--- src/rtl/fuse_pkg.sv ---
// Shared types and constants for the edge/colour fusion sequencer.
package fuse_pkg;

    localparam int unsigned PIX_W = 24;

    typedef enum logic [1:0] {
        MODE_COLOR   = 2'd0,
        MODE_EDGE    = 2'd1,
        MODE_OVERLAY = 2'd2,
        MODE_RSVD    = 2'd3
    } mode_e;

    typedef enum logic [1:0] {
        IDLE = 2'd0,
        RUN  = 2'd1,
        DONE = 2'd2
    } state_e;

    // Overlay edge decision: blue byte of the edge pixel against the threshold.
    function automatic logic is_edge(input logic [PIX_W-1:0] px, input logic [7:0] thresh);
        return (px[7:0] >= thresh);
    endfunction

endpackage

--- src/rtl/pixel_fifo2.sv ---
// Two-entry pixel FIFO with synchronous reset and synchronous clear.
module pixel_fifo2 #(
    parameter int unsigned DW = 24
) (
    input  logic          clk,
    input  logic          reset,
    input  logic          clear,
    input  logic          push,
    input  logic [DW-1:0] din,
    input  logic          pop,
    output logic [DW-1:0] dout,
    output logic          full,
    output logic          empty,
    output logic [1:0]    count
);

    logic [DW-1:0] r_mem [2];
    logic          r_wr;
    logic          r_rd;
    logic [1:0]    r_count;

    always_ff @(posedge clk) begin
        if (push) begin
            r_mem[r_wr] <= din;
        end
    end

    // Pointer and occupancy tracking; simultaneous push and pop leave count unchanged.
    always_ff @(posedge clk) begin
        if (reset || clear) begin
            r_wr    <= 1'b0;
            r_rd    <= 1'b0;
            r_count <= 2'd0;
        end else begin
            if (push) begin
                r_wr <= ~r_wr;
            end
            if (pop) begin
                r_rd <= ~r_rd;
            end
            case ({push, pop})
                2'b10:   r_count <= r_count + 2'd1;
                2'b01:   r_count <= r_count - 2'd1;
                default: r_count <= r_count;
            endcase
        end
    end

    assign dout  = r_mem[r_rd];
    assign full  = (r_count == 2'd2);
    assign empty = (r_count == 2'd0);
    assign count = r_count;

endmodule

--- src/rtl/fuse_controller.sv ---
// Frame sequencer: joins the edge and colour streams pixel-for-pixel and emits
// one fused, coordinate-tagged stream per frame.
module fuse_controller
    import fuse_pkg::*;
#(
    parameter int unsigned      WIDTH      = 640,
    parameter int unsigned      HEIGHT     = 480,
    parameter int unsigned      XW         = 10,
    parameter int unsigned      YW         = 10,
    parameter logic [PIX_W-1:0] EDGE_COLOR = 24'h000000
) (
    input  logic             clk,
    input  logic             reset,
    input  logic             start,
    input  logic [1:0]       mode,
    input  logic [7:0]       edge_thresh,
    input  logic [PIX_W-1:0] edge_pixel,
    input  logic             edge_valid,
    output logic             edge_ready,
    input  logic [PIX_W-1:0] color_pixel,
    input  logic             color_valid,
    output logic             color_ready,
    output logic [PIX_W-1:0] out_pixel,
    output logic             out_sel_edge,
    output logic             out_valid,
    input  logic             out_ready,
    output logic [XW-1:0]    out_x,
    output logic [YW-1:0]    out_y,
    output logic             sof,
    output logic             eol,
    output logic             busy,
    output logic             done
);

    localparam int unsigned TOTAL = WIDTH * HEIGHT;
    localparam int unsigned CW    = $clog2(TOTAL + 1);

    state_e           r_state;
    mode_e            r_mode;
    logic [7:0]       r_thresh;
    logic [CW-1:0]    r_pair_cnt;
    logic [XW-1:0]    r_px;
    logic [YW-1:0]    r_py;
    logic [PIX_W-1:0] r_out_pixel;
    logic             r_out_sel;
    logic             r_out_valid;
    logic [XW-1:0]    r_out_x;
    logic [YW-1:0]    r_out_y;
    logic             r_sof;
    logic             r_eol;
    logic             r_busy;
    logic             r_done;

    logic [PIX_W-1:0] w_e_dout;
    logic [PIX_W-1:0] w_c_dout;
    logic             w_e_full;
    logic             w_c_full;
    logic             w_e_empty;
    logic             w_c_empty;
    logic [1:0]       w_e_count;
    logic [1:0]       w_c_count;
    logic             w_run;
    logic             w_e_push;
    logic             w_c_push;
    logic             w_pop;
    logic             w_out_hs;
    logic             w_last_hs;
    logic [PIX_W-1:0] w_sel_pix;
    logic             w_sel_edge;

    assign w_run       = (r_state == RUN);
    assign edge_ready  = w_run & (w_e_count < 2'd2);
    assign color_ready = w_run & (w_c_count < 2'd2);
    assign w_e_push    = edge_valid & edge_ready & ~w_e_full;
    assign w_c_push    = color_valid & color_ready & ~w_c_full;

    // Join: both sides present, output slot free or draining, frame not yet fully popped.
    assign w_pop = w_run & ~w_e_empty & ~w_c_empty
                 & (~r_out_valid | out_ready)
                 & (r_pair_cnt < CW'(TOTAL));

    assign w_out_hs  = w_run & r_out_valid & out_ready;
    assign w_last_hs = w_out_hs & (r_out_x == XW'(WIDTH - 1)) & (r_out_y == YW'(HEIGHT - 1));

    pixel_fifo2 #(.DW(PIX_W)) u_edge_fifo (
        .clk   (clk),
        .reset (reset),
        .clear (w_last_hs),
        .push  (w_e_push),
        .din   (edge_pixel),
        .pop   (w_pop),
        .dout  (w_e_dout),
        .full  (w_e_full),
        .empty (w_e_empty),
        .count (w_e_count)
    );

    pixel_fifo2 #(.DW(PIX_W)) u_color_fifo (
        .clk   (clk),
        .reset (reset),
        .clear (w_last_hs),
        .push  (w_c_push),
        .din   (color_pixel),
        .pop   (w_pop),
        .dout  (w_c_dout),
        .full  (w_c_full),
        .empty (w_c_empty),
        .count (w_c_count)
    );

    // Per-pixel source selection from the mode and threshold latched at frame start.
    always_comb begin
        w_sel_pix  = w_c_dout;
        w_sel_edge = 1'b0;
        case (r_mode)
            MODE_EDGE: begin
                w_sel_pix  = w_e_dout;
                w_sel_edge = 1'b1;
            end
            MODE_OVERLAY: begin
                if (is_edge(w_e_dout, r_thresh)) begin
                    w_sel_pix  = EDGE_COLOR;
                    w_sel_edge = 1'b1;
                end
            end
            default: begin
                w_sel_pix  = w_c_dout;
                w_sel_edge = 1'b0;
            end
        endcase
    end

    always_ff @(posedge clk) begin
        if (reset) begin
            r_state     <= IDLE;
            r_mode      <= MODE_COLOR;
            r_thresh    <= 8'd0;
            r_pair_cnt  <= '0;
            r_px        <= '0;
            r_py        <= '0;
            r_out_pixel <= '0;
            r_out_sel   <= 1'b0;
            r_out_valid <= 1'b0;
            r_out_x     <= '0;
            r_out_y     <= '0;
            r_sof       <= 1'b0;
            r_eol       <= 1'b0;
            r_busy      <= 1'b0;
            r_done      <= 1'b0;
        end else begin
            r_done <= 1'b0;
            case (r_state)
                IDLE: begin
                    if (start) begin
                        r_state    <= RUN;
                        r_busy     <= 1'b1;
                        r_mode     <= mode_e'(mode);
                        r_thresh   <= edge_thresh;
                        r_pair_cnt <= '0;
                        r_px       <= '0;
                        r_py       <= '0;
                    end
                end
                RUN: begin
                    // Coordinates are assigned at pop time; beats leave strictly in pop order.
                    if (w_pop) begin
                        r_out_pixel <= w_sel_pix;
                        r_out_sel   <= w_sel_edge;
                        r_out_valid <= 1'b1;
                        r_out_x     <= r_px;
                        r_out_y     <= r_py;
                        r_sof       <= (r_px == '0) && (r_py == '0);
                        r_eol       <= (r_px == XW'(WIDTH - 1));
                        r_pair_cnt  <= r_pair_cnt + CW'(1);
                        if (r_px == XW'(WIDTH - 1)) begin
                            r_px <= '0;
                            r_py <= r_py + YW'(1);
                        end else begin
                            r_px <= r_px + XW'(1);
                        end
                    end else if (w_out_hs) begin
                        r_out_valid <= 1'b0;
                    end
                    if (w_last_hs) begin
                        r_state     <= DONE;
                        r_busy      <= 1'b0;
                        r_done      <= 1'b1;
                        r_out_valid <= 1'b0;
                    end
                end
                DONE: begin
                    r_state <= IDLE;
                end
                default: begin
                    r_state <= IDLE;
                end
            endcase
        end
    end

    assign out_pixel    = r_out_pixel;
    assign out_sel_edge = r_out_sel;
    assign out_valid    = r_out_valid;
    assign out_x        = r_out_x;
    assign out_y        = r_out_y;
    assign sof          = r_sof;
    assign eol          = r_eol;
    assign busy         = r_busy;
    assign done         = r_done;

endmodule

--- config.mk ---
export PLATFORM = sky130hd
export DESIGN_NAME = fuse_controller
export DESIGN_NICKNAME = d
export VERILOG_FILES = /design/src/rtl/fuse_pkg.sv /design/src/rtl/pixel_fifo2.sv /design/src/rtl/fuse_controller.sv
export SDC_FILE = /design/constraint.sdc
export NUM_CORES = 1
export LEC_CHECK = 0
export CAP_MARGIN = 10
export CORE_MARGIN = 2
export CORE_UTILIZATION = 45
export CTS_CLUSTER_DIAMETER = 80
export DETAILED_ROUTE_END_ITERATION = 10
export PLACE_DENSITY = 0.7
export SLEW_MARGIN = 15
export SYNTH_ARGS = -nofsm -noshare
export SYNTH_HDL_FRONTEND = slang
export SYNTH_SLANG_ARGS = --single-unit
--- constraint.sdc ---
create_clock -name clk -period 2.86 [get_ports clk]
set_clock_uncertainty 0.2 [all_clocks]
set_input_delay 0.572 -clock clk [delete_from_list [all_inputs] [get_ports clk]]
set_output_delay 0.572 -clock clk [all_outputs]
set_load 0.05 [all_outputs]
==> impl_metrics.xml, run 1 <==
<?xml version="1.0" encoding="UTF-8"?>
<metrics>
  <group name="worst_setup_path">
    <metric name="r2r_end" unit="">out_pixel[21]</metric>
    <metric name="largest_fanout_on_the_critical_path" unit="">6</metric>
    <metric name="critical-path-slowest-cell" unit="">a2111o_1</metric>
    <metric name="setup.worst_path.start_class" unit="">flip-flop</metric>
    <metric name="worst-r2r-setup-slack" unit="ns">0.07</metric>
    <metric name="critical_path_class" unit="">flip-flop to flip-flop</metric>
    <metric name="worstPathArrival" unit="ns">3.03</metric>
    <metric name="timing.critical_path.to" unit="">out_pixel[21]</metric>
    <metric name="crit_path_cell_trace" unit="">mux2i_2 &gt; ha_1 &gt; nand2b_4 &gt; a2111o_1 &gt; a221oi_4 &gt; buf_4 &gt; a31oi_1 &gt; a211oi_2</metric>
    <metric name="rr_worst_depth" unit="">8</metric>
    <metric name="crit_required" unit="ns">3.10</metric>
    <metric name="setup.worst_path.end_class" unit="">flip-flop</metric>
    <metric name="cp_slowest_stage_delay" unit="ns">0.45</metric>
  </group>
  <group name="synth">
    <metric name="synth_compound_gate_area_share" unit="%">13.2</metric>
    <metric name="synth-edff-count" unit="">96</metric>
    <metric name="synth-simple-area-share" unit="%">14.8</metric>
    <metric name="synth_nets" unit="">880</metric>
    <metric name="yosys.area_share.adder" unit="%">2.42</metric>
    <metric name="synth_top_family_by_area" unit="">simple AND/OR/NAND/NOR gates</metric>
    <metric name="ys_seq_elements" unit="">207</metric>
    <metric name="synth.distinct_cells" unit="">59</metric>
    <metric name="post_synth.cell_area_avg" unit="µm²">11.0</metric>
    <metric name="netlist_area" unit="µm²">8790</metric>
    <metric name="muxShareOfSynthArea" unit="%">6.14</metric>
    <metric name="synthesis.instances" unit="">799</metric>
    <metric name="synth_flop_cell" unit="">dfxtp_1</metric>
    <metric name="ys_seq_area_share" unit="%">58.1</metric>
    <metric name="synth-warning-count" unit="">0</metric>
    <metric name="synth-async-reset-ratio" unit="%">0</metric>
    <metric name="synth_xor_area_share" unit="%">1.69</metric>
  </group>
  <group name="floorplanning">
    <metric name="floorplan.die.height" unit="µm">144</metric>
    <metric name="row_count" unit="">51</metric>
    <metric name="design.portCount" unit="">116</metric>
    <metric name="die_width" unit="µm">144</metric>
    <metric name="initial_core_util" unit="%">45.4</metric>
    <metric name="die_area" unit="µm²">20700</metric>
    <metric name="core_region_area" unit="µm²">19300</metric>
  </group>
  <group name="pwr">
    <metric name="clockPowerShare" unit="%">42.1</metric>
    <metric name="combPwrFrac" unit="%">7.9</metric>
    <metric name="pwr-share-seq" unit="%">50.1</metric>
    <metric name="power_leakage" unit="nW">3.68</metric>
    <metric name="power.internal" unit="mW">4.90</metric>
    <metric name="worst_ir_drop_vdd" unit="µV">436</metric>
    <metric name="net-switching-power" unit="mW">1.48</metric>
    <metric name="total_power" unit="mW">6.38</metric>
    <metric name="pwr_density_cell" unit="nW/µm²">580</metric>
    <metric name="power_switching_share" unit="%">23.1</metric>
  </group>
  <group name="sta">
    <metric name="finalHoldViolations" unit="">0</metric>
    <metric name="fin_worst_hold_slack" unit="ns">0.259</metric>
    <metric name="worst_slack" unit="ns">0.0703</metric>
    <metric name="fmaxAchievable" unit="GHz">0.358</metric>
    <metric name="worst_slew_margin_rel" unit="%">35.8</metric>
    <metric name="finalCriticalPeriod" unit="ns">2.79</metric>
    <metric name="setup_tns" unit="ns">0</metric>
    <metric name="grt_setup_unrepaired" unit="">true</metric>
    <metric name="worstMarginPinSlew" unit="ns">0.963</metric>
    <metric name="slew_viol_final" unit="">0</metric>
    <metric name="final_min_period_over_clock_period" unit="%">97.5</metric>
    <metric name="setup_viol" unit="">0</metric>
  </group>
  <group name="clock_network">
    <metric name="path_clk_slew" unit="ns">0.06</metric>
    <metric name="h-tree-depth" unit="">1</metric>
    <metric name="clock_sink_count" unit="">207</metric>
    <metric name="tritoncts_clock_tree" unit="">yes</metric>
    <metric name="worstSkewPairLatency" unit="ns">0.51</metric>
    <metric name="clock_path_buffers" unit="">3</metric>
    <metric name="cts_root_buffer" unit="">clkbuf_16</metric>
    <metric name="cts_inserted_buffers" unit="">23</metric>
    <metric name="post_cts_hold_buffer_count" unit="">0</metric>
  </group>
  <group name="drt">
    <metric name="avgViaCountPerCell" unit="">5.37</metric>
    <metric name="via_count" unit="">6497</metric>
    <metric name="final_antenna_net_count" unit="">0</metric>
    <metric name="detailedRoute.firstIterationViolations" unit="">440</metric>
    <metric name="drt-pass1-iter-count" unit="">4</metric>
    <metric name="wire_per_inst" unit="µm">16.7</metric>
    <metric name="finalWirelength" unit="µm">20300</metric>
    <metric name="drc" unit="">0</metric>
  </group>
  <group name="global_route">
    <metric name="globalRouteOverflowTotal" unit="">0</metric>
    <metric name="grt_antenna_before_repair" unit="">1</metric>
    <metric name="grt_max_degree" unit="">74</metric>
    <metric name="number_of_global_route_vias_before_repair" unit="">6415</metric>
    <metric name="global_routing_usage_summed_across_all_routing_layers" unit="%">19.8</metric>
    <metric name="grt_pass1_wl" unit="µm">32400</metric>
  </group>
  <group name="finish">
    <metric name="postLayoutCoreUtil" unit="%">56.8</metric>
    <metric name="ff_latch_area" unit="µm²">5110</metric>
    <metric name="proportion_of_layout_cells_with_a_drive_suffix_above_1" unit="%">13.8</metric>
    <metric name="final_nets" unit="">1007</metric>
    <metric name="num-fill-cells" unit="">1667</metric>
    <metric name="postLayoutCellArea" unit="µm²">11000</metric>
    <metric name="area_growth" unit="%">25.0</metric>
    <metric name="instances_no_fill" unit="">1209</metric>
    <metric name="area_used_by_multi_input_combinational_logic" unit="µm²">3380</metric>
  </group>
  <group name="placed_design">
    <metric name="placement.cell_area" unit="µm²">10300</metric>
    <metric name="placed_insts" unit="">1165</metric>
    <metric name="dpl.hpwl" unit="µm">13600</metric>
    <metric name="preCtsSetupSlack" unit="ns">-0.0370</metric>
    <metric name="global_placement_routability_congestion" unit="">0.837</metric>
    <metric name="io_port_bufs" unit="">115</metric>
  </group>
  <group name="worst_hold_path">
    <metric name="worstHoldPathType" unit="">flip-flop to flip-flop</metric>
  </group>
  <group name="job">
    <metric name="drv_cap" unit="">0</metric>
  </group>
  <group name="outcome">
    <metric name="result_of_the_run" unit="">finished clean</metric>
  </group>
</metrics>
## layout make-up
class                   instances  share of cell area (%)
flip-flops and latches        207                    46.5
multi-input cells             526                    30.8
repair buffers                148                    12.8
clock buffers                  31                    5.60
well taps                     265                    3.02
inverters                      20                   0.683
clock inverters                11                   0.592
diodes                          1                  0.0228
## cells in the final DEF (no fill, tap or decap), types with 18 or more instances in the layout
cell and instances:
a21oi_1 65, nor2_1 60, mux2i_1 18, o21ai_0 42
nand2_1 105, nand3_1 20, a31oi_1 21, dfxtp_1 110
inv_1 19, clkdlybuf4s50_1 112, mux2_2 31, clkbuf_16 23
buf_4 32, edfxtp_1 96
## worst min path at each step
stage	start	end	slack, ns	depth (start not counted)
detailed placement	r_thresh[5]	r_thresh[5]	0.25	2
CTS	r_thresh[5]	r_thresh[5]	0.26	2
global placement	r_thresh[6]	r_thresh[6]	0.24	2
finish	r_thresh[5]	r_thresh[5]	0.26	2
floorplan	r_thresh[1]	r_thresh[1]	0.24	2
global route	out_y[6]	out_y[6]	0.29	2
## cells in the mapped netlist (all sizes together) (4+ instances only)
library cell | count | area, µm²
xnor2 | 7 | 61.3
or4 | 7 | 52.6
or4b | 4 | 40.0
dfxtp | 111 | 2220
ha | 17 | 213
inv | 20 | 75.1
nand2 | 106 | 405
a21oi | 65 | 325
a31oi | 21 | 131
nor4 | 5 | 31.3
nand4 | 12 | 75.1
nor2 | 62 | 233
xor2 | 10 | 87.6
mux2i | 19 | 190
mux2 | 31 | 349
o21ai | 43 | 215
buf | 22 | 153
clkbuf | 24 | 90.1
edfxtp | 96 | 2880
or3 | 17 | 106
nor3 | 4 | 20.0
a211oi | 20 | 225
nand3 | 21 | 110
a221oi | 5 | 61.3
and3 | 10 | 62.6
nand4b | 4 | 50.1
## state kept, by name, indices dropped and copies added, names as in the netlist, 8 cells and up, named ones only
| name | count |
|---|---|
| out_pixel | 24 |
| out_x | 10 |
| out_y | 10 |
| r_pair_cnt | 19 |
| r_px | 10 |
| r_py | 10 |
| r_thresh | 8 |
| u_color_fifo.r_mem | 48 |
| u_edge_fifo.r_mem | 48 |
## power by group through the flow
stage / clock (mW) / combinational, mW / sequential [mW]
floorplan: 0 / 0.265 / 3.27
global placement: 0 / 0.484 / 3.25
detailed placement: 0 / 0.492 / 3.26
CTS: 2.74 / 0.495 / 3.19
global route: 2.87 / 0.546 / 3.20
finish: 2.68 / 0.502 / 3.19
## metal layers
metal	up-vias	routed length, µm	track usage [%]
met1	3107	8970	26.1
met4	0	503	6.35
li1	3177	-	-
met5	-	0	0
met2	178	9730	34.0
met3	35	1040	2.60
## repair_timing
action / CTS / global route
endpoints found under the setup margin: 10 / 12
setup buffers: 0 / 0
gates cloned: 0 / 1
pin swaps: 0 / 6
endpoints found under the hold margin: 0 / 0
gates resized for setup: 2 / 7
## worst max-delay path, delay by kind of cell, from the launching register on
| family | cells | cell delay (ns) |
|---|---|---|
| AO/OA/AOI/OAI | 4 | 1.21 |
| adder cells (fa/ha/maj) | 1 | 0.27 |
| buffers and inverters | 1 | 0.23 |
| flip-flops | 1 | 0.39 |
| multiplexers | 1 | 0.28 |
| AND/OR/NAND/NOR | 1 | 0.13 |
## kinds of logic after synthesis
kind of cell / after synthesis
and+or+nand+nor: 266
DFF: 207
AOI/OAI and AO/OA: 176
buffers and inverters: 66
muxes: 50
xor gates and xnor gates: 17
adders and majority gates: 17
No activity file was read; power rests on OpenSTA's default activity.
==> run 2, diff against run 1 <==
--- a/config.mk
+++ b/config.mk
@@ -11,6 +11,7 @@
 export CTS_CLUSTER_DIAMETER = 80
 export DETAILED_ROUTE_END_ITERATION = 10
 export PLACE_DENSITY = 0.7
+export SETUP_SLACK_MARGIN = 0.5
 export SLEW_MARGIN = 15
 export SYNTH_ARGS = -nofsm -noshare
 export SYNTH_HDL_FRONTEND = slang
==> run 2 against run 1 <==
  * Count of clock-buffer cells in the layout rose by 2
  * Utilization grew 2.0 points
  * Sequential share of layout area down 1.5 points
  * Critical path depth increased by 1
  * Final area rose by 3.5%
  * Power up 2.5%
  * Flip-flop and latch count unchanged
  * Combinational power grew 21%
  * Non-clock buffer count is 11 higher
==> impl_metrics.xml, run 2 (synthesis results as in run 1) <==
<?xml version="1.0" encoding="UTF-8"?>
<metrics>
  <group name="placed_design">
    <metric name="io_port_bufs" unit="">115</metric>
    <metric name="global_placement_routability_congestion" unit="">0.835</metric>
    <metric name="dpl.hpwl" unit="µm">13900</metric>
  </group>
  <group name="drt">
    <metric name="drt-pass1-iter-count" unit="">5</metric>
    <metric name="final_antenna_net_count" unit="">0</metric>
    <metric name="via_count" unit="">6532</metric>
    <metric name="drc" unit="">0</metric>
    <metric name="wire_per_inst" unit="µm">17.2</metric>
    <metric name="detailedRoute.firstIterationViolations" unit="">395</metric>
    <metric name="finalWirelength" unit="µm">21000</metric>
    <metric name="avgViaCountPerCell" unit="">5.37</metric>
  </group>
  <group name="sta">
    <metric name="final_min_period_over_clock_period" unit="%">95.8</metric>
    <metric name="finalHoldViolations" unit="">0</metric>
    <metric name="finalCriticalPeriod" unit="ns">2.74</metric>
    <metric name="setup_viol" unit="">0</metric>
    <metric name="worst_slew_margin_rel" unit="%">52.7</metric>
    <metric name="slew_viol_final" unit="">0</metric>
    <metric name="setup_tns" unit="ns">0</metric>
    <metric name="fmaxAchievable" unit="GHz">0.365</metric>
    <metric name="grt_setup_unrepaired" unit="">true</metric>
    <metric name="worstMarginPinSlew" unit="ns">0.709</metric>
  </group>
  <group name="global_route">
    <metric name="global_routing_usage_summed_across_all_routing_layers" unit="%">20.5</metric>
    <metric name="grt_pass1_wl" unit="µm">33400</metric>
    <metric name="grt_max_degree" unit="">46</metric>
    <metric name="number_of_global_route_vias_before_repair" unit="">6425</metric>
    <metric name="grt_antenna_before_repair" unit="">0</metric>
    <metric name="globalRouteOverflowTotal" unit="">0</metric>
  </group>
  <group name="worst_setup_path">
    <metric name="crit_required" unit="ns">3.04</metric>
    <metric name="worstPathArrival" unit="ns">2.92</metric>
    <metric name="cp_slowest_stage_delay" unit="ns">0.40</metric>
    <metric name="critical-path-slowest-cell" unit="">dfxtp_4</metric>
    <metric name="setup.worst_path.start_class" unit="">flip-flop</metric>
    <metric name="largest_fanout_on_the_critical_path" unit="">5</metric>
    <metric name="cp_num_buf_inv" unit="">2</metric>
    <metric name="critical_path.top_delay_family" unit="">compound AO/OA/AOI/OAI gates</metric>
    <metric name="crit_path_cell_trace" unit="">buf_6 &gt; mux2_2 &gt; ha_1 &gt; a21o_1 &gt; a21o_1 &gt; a221oi_4 &gt; buf_6 &gt; and4b_1 &gt; a311o_1</metric>
    <metric name="critical_path_class" unit="">flip-flop to flip-flop</metric>
    <metric name="setup.worst_path.end_class" unit="">flip-flop</metric>
  </group>
  <group name="clock_network">
    <metric name="h-tree-depth" unit="">1</metric>
    <metric name="worstSkewPairLatency" unit="ns">0.49</metric>
    <metric name="clock_sink_count" unit="">207</metric>
    <metric name="path_clk_slew" unit="ns">0.06</metric>
    <metric name="tritoncts_clock_tree" unit="">yes</metric>
    <metric name="cts_inserted_buffers" unit="">22</metric>
    <metric name="post_cts_hold_buffer_count" unit="">0</metric>
    <metric name="cts_root_buffer" unit="">clkbuf_16</metric>
    <metric name="clock_path_buffers" unit="">3</metric>
  </group>
  <group name="finish">
    <metric name="area_growth" unit="%">29.4</metric>
    <metric name="final_cell_mix" unit="">nand2_1 (105), dfxtp_1 (105), edfxtp_1 (96)</metric>
    <metric name="n_antenna_cell" unit="">0</metric>
    <metric name="proportion_of_layout_cells_with_a_drive_suffix_above_1" unit="%">17.8</metric>
    <metric name="final_nets" unit="">1017</metric>
  </group>
  <group name="job">
    <metric name="drv_cap" unit="">0</metric>
  </group>
  <group name="pwr">
    <metric name="total_power" unit="mW">6.54</metric>
    <metric name="pwr_density_cell" unit="nW/µm²">575</metric>
    <metric name="power_leakage" unit="nW">4.06</metric>
    <metric name="worst_ir_drop_vdd" unit="µV">493</metric>
  </group>
  <group name="floorplanning">
    <metric name="die_width" unit="µm">144</metric>
    <metric name="die_area" unit="µm²">20700</metric>
    <metric name="floorplan.die.height" unit="µm">144</metric>
    <metric name="design.portCount" unit="">116</metric>
    <metric name="core_region_area" unit="µm²">19300</metric>
    <metric name="row_count" unit="">51</metric>
    <metric name="initial_core_util" unit="%">45.4</metric>
  </group>
  <group name="outcome">
    <metric name="result_of_the_run" unit="">finished clean</metric>
  </group>
  <group name="worst_hold_path">
    <metric name="worstHoldPathType" unit="">flip-flop to flip-flop</metric>
  </group>
</metrics>
run 2: cell types whose count changed in the layout (fill, tap and decap cells not counted), sizes merged, moves of 3 or more:
cell | previous run | this run
clkinvlp | 3 | 0
clkbuf | 31 | 34
clkdlybuf4s50 | 112 | 62
inv | 23 | 20
buf | 36 | 46
dlygate4sd2 | 0 | 50
run 2: path summary, 6_finish.rpt:
kind,from,endpoint,slack (ns),cells after the start
hold reg to reg,eol,eol,0.25,2
setup / recovery,flip-flop,out_sel_edge,0.12,9
hold / removal,eol,eol,0.25,2
setup reg to reg,flip-flop,out_sel_edge,0.12,9
run 2: repair_timing:
action                     in CTS  in global routing
gates cloned                    2                  1
setup endpoints to repair      85                 39
pin swaps                      10                  6
resized for setup              74                 18
setup buffers                   4                  4
run 2: cell type report:
type	count	area (µm²)
clock buffer	33	633
sequential	207	5110
fill	1618	7960
tap	265	332
inverter	20	75.1
timing repair buffer	159	1570
multi-input combinational	526	3590
clock inverter	7	57.6
run 2: worst reg2reg max path, delay by kind of cell, from the launching register on:
family          cells  cell delay, ns
flops               1            0.40
fa+ha+maj           1            0.29
compound gates      4            0.92
buf+inv             2            0.30
simple gates        1            0.19
mux                 1            0.34
run 2: per-stage QoR:
| step | area (µm²) | hold WS, ns | util [%] | cells | worst slack, ns |
|---|---|---|---|---|---|
| floorplan | 8910 | 0.236 | - | 799 | 0.110 |
| global placement | 10400 | 0.242 | 54.0 | 1166 | 0.0797 |
| detailed placement | 10400 | 0.248 | 54.0 | 1166 | 0.0300 |
| CTS | 11200 | 0.253 | 58.2 | 1212 | 0.122 |
| global route | 11400 | 0.276 | 58.8 | 1217 | 0.0570 |
| finish | 11400 | 0.248 | 58.8 | 1217 | 0.121 |
run 2: power breakdown:
group	leakage (nW)	internal (mW)	switching [mW]	total [mW]
sequential	1.77	3.17	0.0308	3.20
clock	0.340	1.62	1.12	2.73
combinational	1.94	0.280	0.328	0.609
total	4.06	5.06	1.47	6.54
run 2: per-layer routing:
metal	global-route usage, %	routed length [µm]	vias up
met5	0	0	-
met4	5.93	455	0
met3	2.73	918	34
met2	35.8	10500	167
met1	26.8	9110	3137
li1	-	-	3194
==> run 3, diff against run 2 <==
--- a/config.mk
+++ b/config.mk
@@ -15,4 +15,5 @@
 export SLEW_MARGIN = 15
 export SYNTH_ARGS = -nofsm -noshare
 export SYNTH_HDL_FRONTEND = slang
+export SYNTH_HIERARCHICAL = 1
 export SYNTH_SLANG_ARGS = --single-unit
==> run 3 against run 2 <==
  * Die area down 1.6%
  * Via count up 2.8%
  * Critical path depth shrank 1
  * Area after synthesis fell by 1.6%
  * Sequential share of layout area hardly changed
  * Flip-flop and latch count unchanged
  * Clock power barely moved
  * Power decreased by 0.49%
  * Count of clock-buffer cells in the layout down 2
  * Critical endpoint is now out_pixel[11]
==> impl_metrics.xml, run 3 <==
<?xml version="1.0" encoding="UTF-8"?>
<metrics>
  <group name="outcome">
    <metric name="result_of_the_run" unit="">finished clean</metric>
  </group>
  <group name="clock_network">
    <metric name="worstSkewPairLatency" unit="ns">0.51</metric>
    <metric name="h-tree-depth" unit="">1</metric>
    <metric name="clock_path_buffers" unit="">3</metric>
    <metric name="cts_root_buffer" unit="">clkbuf_16</metric>
    <metric name="clock_sink_count" unit="">207</metric>
    <metric name="cts_inserted_buffers" unit="">22</metric>
    <metric name="path_clk_slew" unit="ns">0.06</metric>
    <metric name="tritoncts_clock_tree" unit="">yes</metric>
  </group>
  <group name="global_route">
    <metric name="globalRouteOverflowTotal" unit="">0</metric>
    <metric name="number_of_global_route_vias_before_repair" unit="">6619</metric>
    <metric name="grt_antenna_before_repair" unit="">0</metric>
    <metric name="grt_max_degree" unit="">60</metric>
    <metric name="global_routing_usage_summed_across_all_routing_layers" unit="%">21.7</metric>
    <metric name="grt_pass1_wl" unit="µm">34800</metric>
  </group>
  <group name="sta">
    <metric name="finalCriticalPeriod" unit="ns">2.42</metric>
    <metric name="finalHoldViolations" unit="">0</metric>
    <metric name="worst_slew_margin_rel" unit="%">57.1</metric>
    <metric name="slew_viol_final" unit="">0</metric>
    <metric name="fmaxAchievable" unit="GHz">0.413</metric>
    <metric name="final_min_period_over_clock_period" unit="%">84.8</metric>
    <metric name="setup_tns" unit="ns">0</metric>
    <metric name="setup_viol" unit="">0</metric>
    <metric name="grt_setup_unrepaired" unit="">true</metric>
    <metric name="worstMarginPinSlew" unit="ns">0.643</metric>
    <metric name="fin_worst_hold_slack" unit="ns">0.256</metric>
  </group>
  <group name="synth">
    <metric name="synth-edff-count" unit="">96</metric>
    <metric name="synth_area_leaders" unit="">edfxtp_1 (33%), dfxtp_1 (26%), a21oi_1 (6.5%), mux2_2 (6.3%), nand2_1 (3.6%)</metric>
    <metric name="synth_flop_cell" unit="">dfxtp_1</metric>
    <metric name="ys_seq_area_share" unit="%">59.1</metric>
    <metric name="yosys.cell_count.top_type" unit="">a21oi_1</metric>
    <metric name="post_synth.cell_area_avg" unit="µm²">10.9</metric>
    <metric name="netlist_area" unit="µm²">8640</metric>
    <metric name="synth.distinct_cells" unit="">54</metric>
    <metric name="synth-async-reset-ratio" unit="%">0</metric>
    <metric name="yosysTopAreaCellShare" unit="%">33.4</metric>
    <metric name="synth_nets" unit="">873</metric>
    <metric name="synthesis.instances" unit="">792</metric>
    <metric name="ys_seq_elements" unit="">207</metric>
    <metric name="synth-warning-count" unit="">6</metric>
    <metric name="synthTopCellsByCount" unit="">a21oi_1 (113), dfxtp_1 (111), edfxtp_1 (96)</metric>
    <metric name="post-synth-top-area-cell" unit="">edfxtp_1</metric>
  </group>
  <group name="worst_setup_path">
    <metric name="largest_fanout_on_the_critical_path" unit="">7</metric>
    <metric name="critical_path_class" unit="">flip-flop to flip-flop</metric>
    <metric name="crit_required" unit="ns">3.05</metric>
    <metric name="timing.critical_path.to" unit="">out_pixel[11]</metric>
    <metric name="setup.worst_path.start_class" unit="">flip-flop</metric>
    <metric name="rr_worst_depth" unit="">8</metric>
    <metric name="r2r_end" unit="">out_pixel[11]</metric>
    <metric name="worst-r2r-setup-slack" unit="ns">0.44</metric>
    <metric name="setup.worst_path.end_class" unit="">flip-flop</metric>
    <metric name="worstPathArrival" unit="ns">2.61</metric>
  </group>
  <group name="finish">
    <metric name="postLayoutCoreUtil" unit="%">60.6</metric>
    <metric name="ff_latch_area" unit="µm²">5110</metric>
    <metric name="final_nets" unit="">1017</metric>
    <metric name="area_used_by_multi_input_combinational_logic" unit="µm²">3500</metric>
    <metric name="mostFrequentLayoutCell" unit="">a21oi_1</metric>
    <metric name="instances_no_fill" unit="">1186</metric>
    <metric name="final_cell_mix" unit="">a21oi_1 (109), dfxtp_1 (105), edfxtp_1 (96)</metric>
    <metric name="num-fill-cells" unit="">1486</metric>
    <metric name="n_antenna_cell" unit="">0</metric>
    <metric name="area_growth" unit="%">31.6</metric>
    <metric name="proportion_of_layout_cells_with_a_drive_suffix_above_1" unit="%">18.6</metric>
    <metric name="postLayoutCellArea" unit="µm²">11400</metric>
  </group>
  <group name="placed_design">
    <metric name="global_placement_routability_congestion" unit="">0.820</metric>
    <metric name="placed_insts" unit="">1129</metric>
    <metric name="io_port_bufs" unit="">115</metric>
    <metric name="placement.cell_area" unit="µm²">10300</metric>
    <metric name="dpl.hpwl" unit="µm">14300</metric>
  </group>
  <group name="floorplanning">
    <metric name="row_count" unit="">50</metric>
    <metric name="initial_core_util" unit="%">46.1</metric>
    <metric name="die_width" unit="µm">143</metric>
    <metric name="floorplan.die.height" unit="µm">143</metric>
    <metric name="design.portCount" unit="">116</metric>
    <metric name="core_region_area" unit="µm²">18800</metric>
    <metric name="die_area" unit="µm²">20300</metric>
  </group>
  <group name="drt">
    <metric name="drc" unit="">0</metric>
    <metric name="detailedRoute.firstIterationViolations" unit="">516</metric>
    <metric name="finalWirelength" unit="µm">22600</metric>
    <metric name="final_antenna_net_count" unit="">0</metric>
    <metric name="via_count" unit="">6717</metric>
    <metric name="avgViaCountPerCell" unit="">5.66</metric>
    <metric name="drt-pass1-iter-count" unit="">5</metric>
    <metric name="wire_per_inst" unit="µm">19.0</metric>
  </group>
  <group name="pwr">
    <metric name="pwr_density_cell" unit="nW/µm²">572</metric>
    <metric name="power.internal" unit="mW">5.03</metric>
    <metric name="power_leakage" unit="nW">4.12</metric>
    <metric name="pwr-share-seq" unit="%">49.0</metric>
    <metric name="combPwrFrac" unit="%">8.7</metric>
    <metric name="clockPowerShare" unit="%">42.3</metric>
    <metric name="worst_ir_drop_vdd" unit="µV">449</metric>
    <metric name="net-switching-power" unit="mW">1.47</metric>
    <metric name="power_switching_share" unit="%">22.6</metric>
  </group>
  <group name="job">
    <metric name="drv_cap" unit="">0</metric>
  </group>
  <group name="worst_hold_path">
    <metric name="worstHoldPathType" unit="">flip-flop to flip-flop</metric>
  </group>
</metrics>
run 3: area by class of cell:
cell class	instances	area share, %
timing repair buffer	166	14.7
multi-input combinational	512	30.7
inverter	27	0.891
clock buffer	31	5.40
clock inverter	9	0.759
sequential	207	44.9
tap	234	2.57
run 3: per-stage QoR:
stage                     total power [mW]  setup WS [ns]
after global placement                3.72         0.0336
final                                 6.51          0.436
after CTS                             6.53          0.423
after floorplan                       3.51          0.470
after detailed placement              3.73        -0.0159
after global routing                  6.73          0.371
run 3: repair_timing:
item / CTS / global route
hold buffers: 0 / 0
setup endpoints to repair: 81 / 46
pin swaps: 10 / 12
gates resized for setup: 88 / 27
buffers inserted: 6 / 5
cloned: 5 / 1
run 3: cells by family (layout without fill, tap and decap cells):
| family | count (synthesis) | after routing | synth area share, % |
|---|---|---|---|
| compound gates | 208 | 208 | 14.0 |
| xor+xnor | 17 | 17 | 1.72 |
| fa+ha+maj | 17 | 17 | 2.46 |
| buf+inv | 74 | 233 | 3.46 |
| flops | 207 | 207 | 59.1 |
| mux | 48 | 48 | 6.25 |
| simple gates | 221 | 222 | 13.0 |
run 3: power groups by stage:
stage | logic [mW] | registers (mW) | clock network (mW)
floorplan | 0.244 | 3.26 | 0
global placement | 0.471 | 3.25 | 0
detailed placement | 0.479 | 3.25 | 0
CTS | 0.551 | 3.19 | 2.80
global route | 0.606 | 3.19 | 2.93
finish | 0.567 | 3.19 | 2.75
run 3: routing by layer:
layer / wire length [µm] / part of all wire, % / track usage [%] / vias up
met5: 0 / 0 / 0 / -
met4: 638 / 2.8 / 7.61 / 0
met3: 1130 / 5.0 / 2.86 / 45
met2: 10600 / 47 / 34.6 / 177
met1: 10200 / 45 / 30.7 / 3275
li1: - / - / - / 3220
run 3: critical path, stage by stage, from the launching register on:
cell and delay, ns:
dfxtp_2 0.35, buf_8 0.14, mux2_4 0.33, ha_4 0.30, nand2_2 0.06, or3_4 0.45, buf_12 0.17, o211ai_1 0.20
a21oi_1 0.10
run 3: worst min-delay path by stage:
| stage | from | end | cells after the start |
|---|---|---|---|
| floorplan | r_thresh[1] | r_thresh[1] | 2 |
| finish | sof | sof | 2 |
| global placement | r_thresh[6] | r_thresh[6] | 2 |
| global route | r_thresh[2] | r_thresh[2] | 2 |
| detailed placement | sof | sof | 2 |
| CTS | sof | sof | 2 |
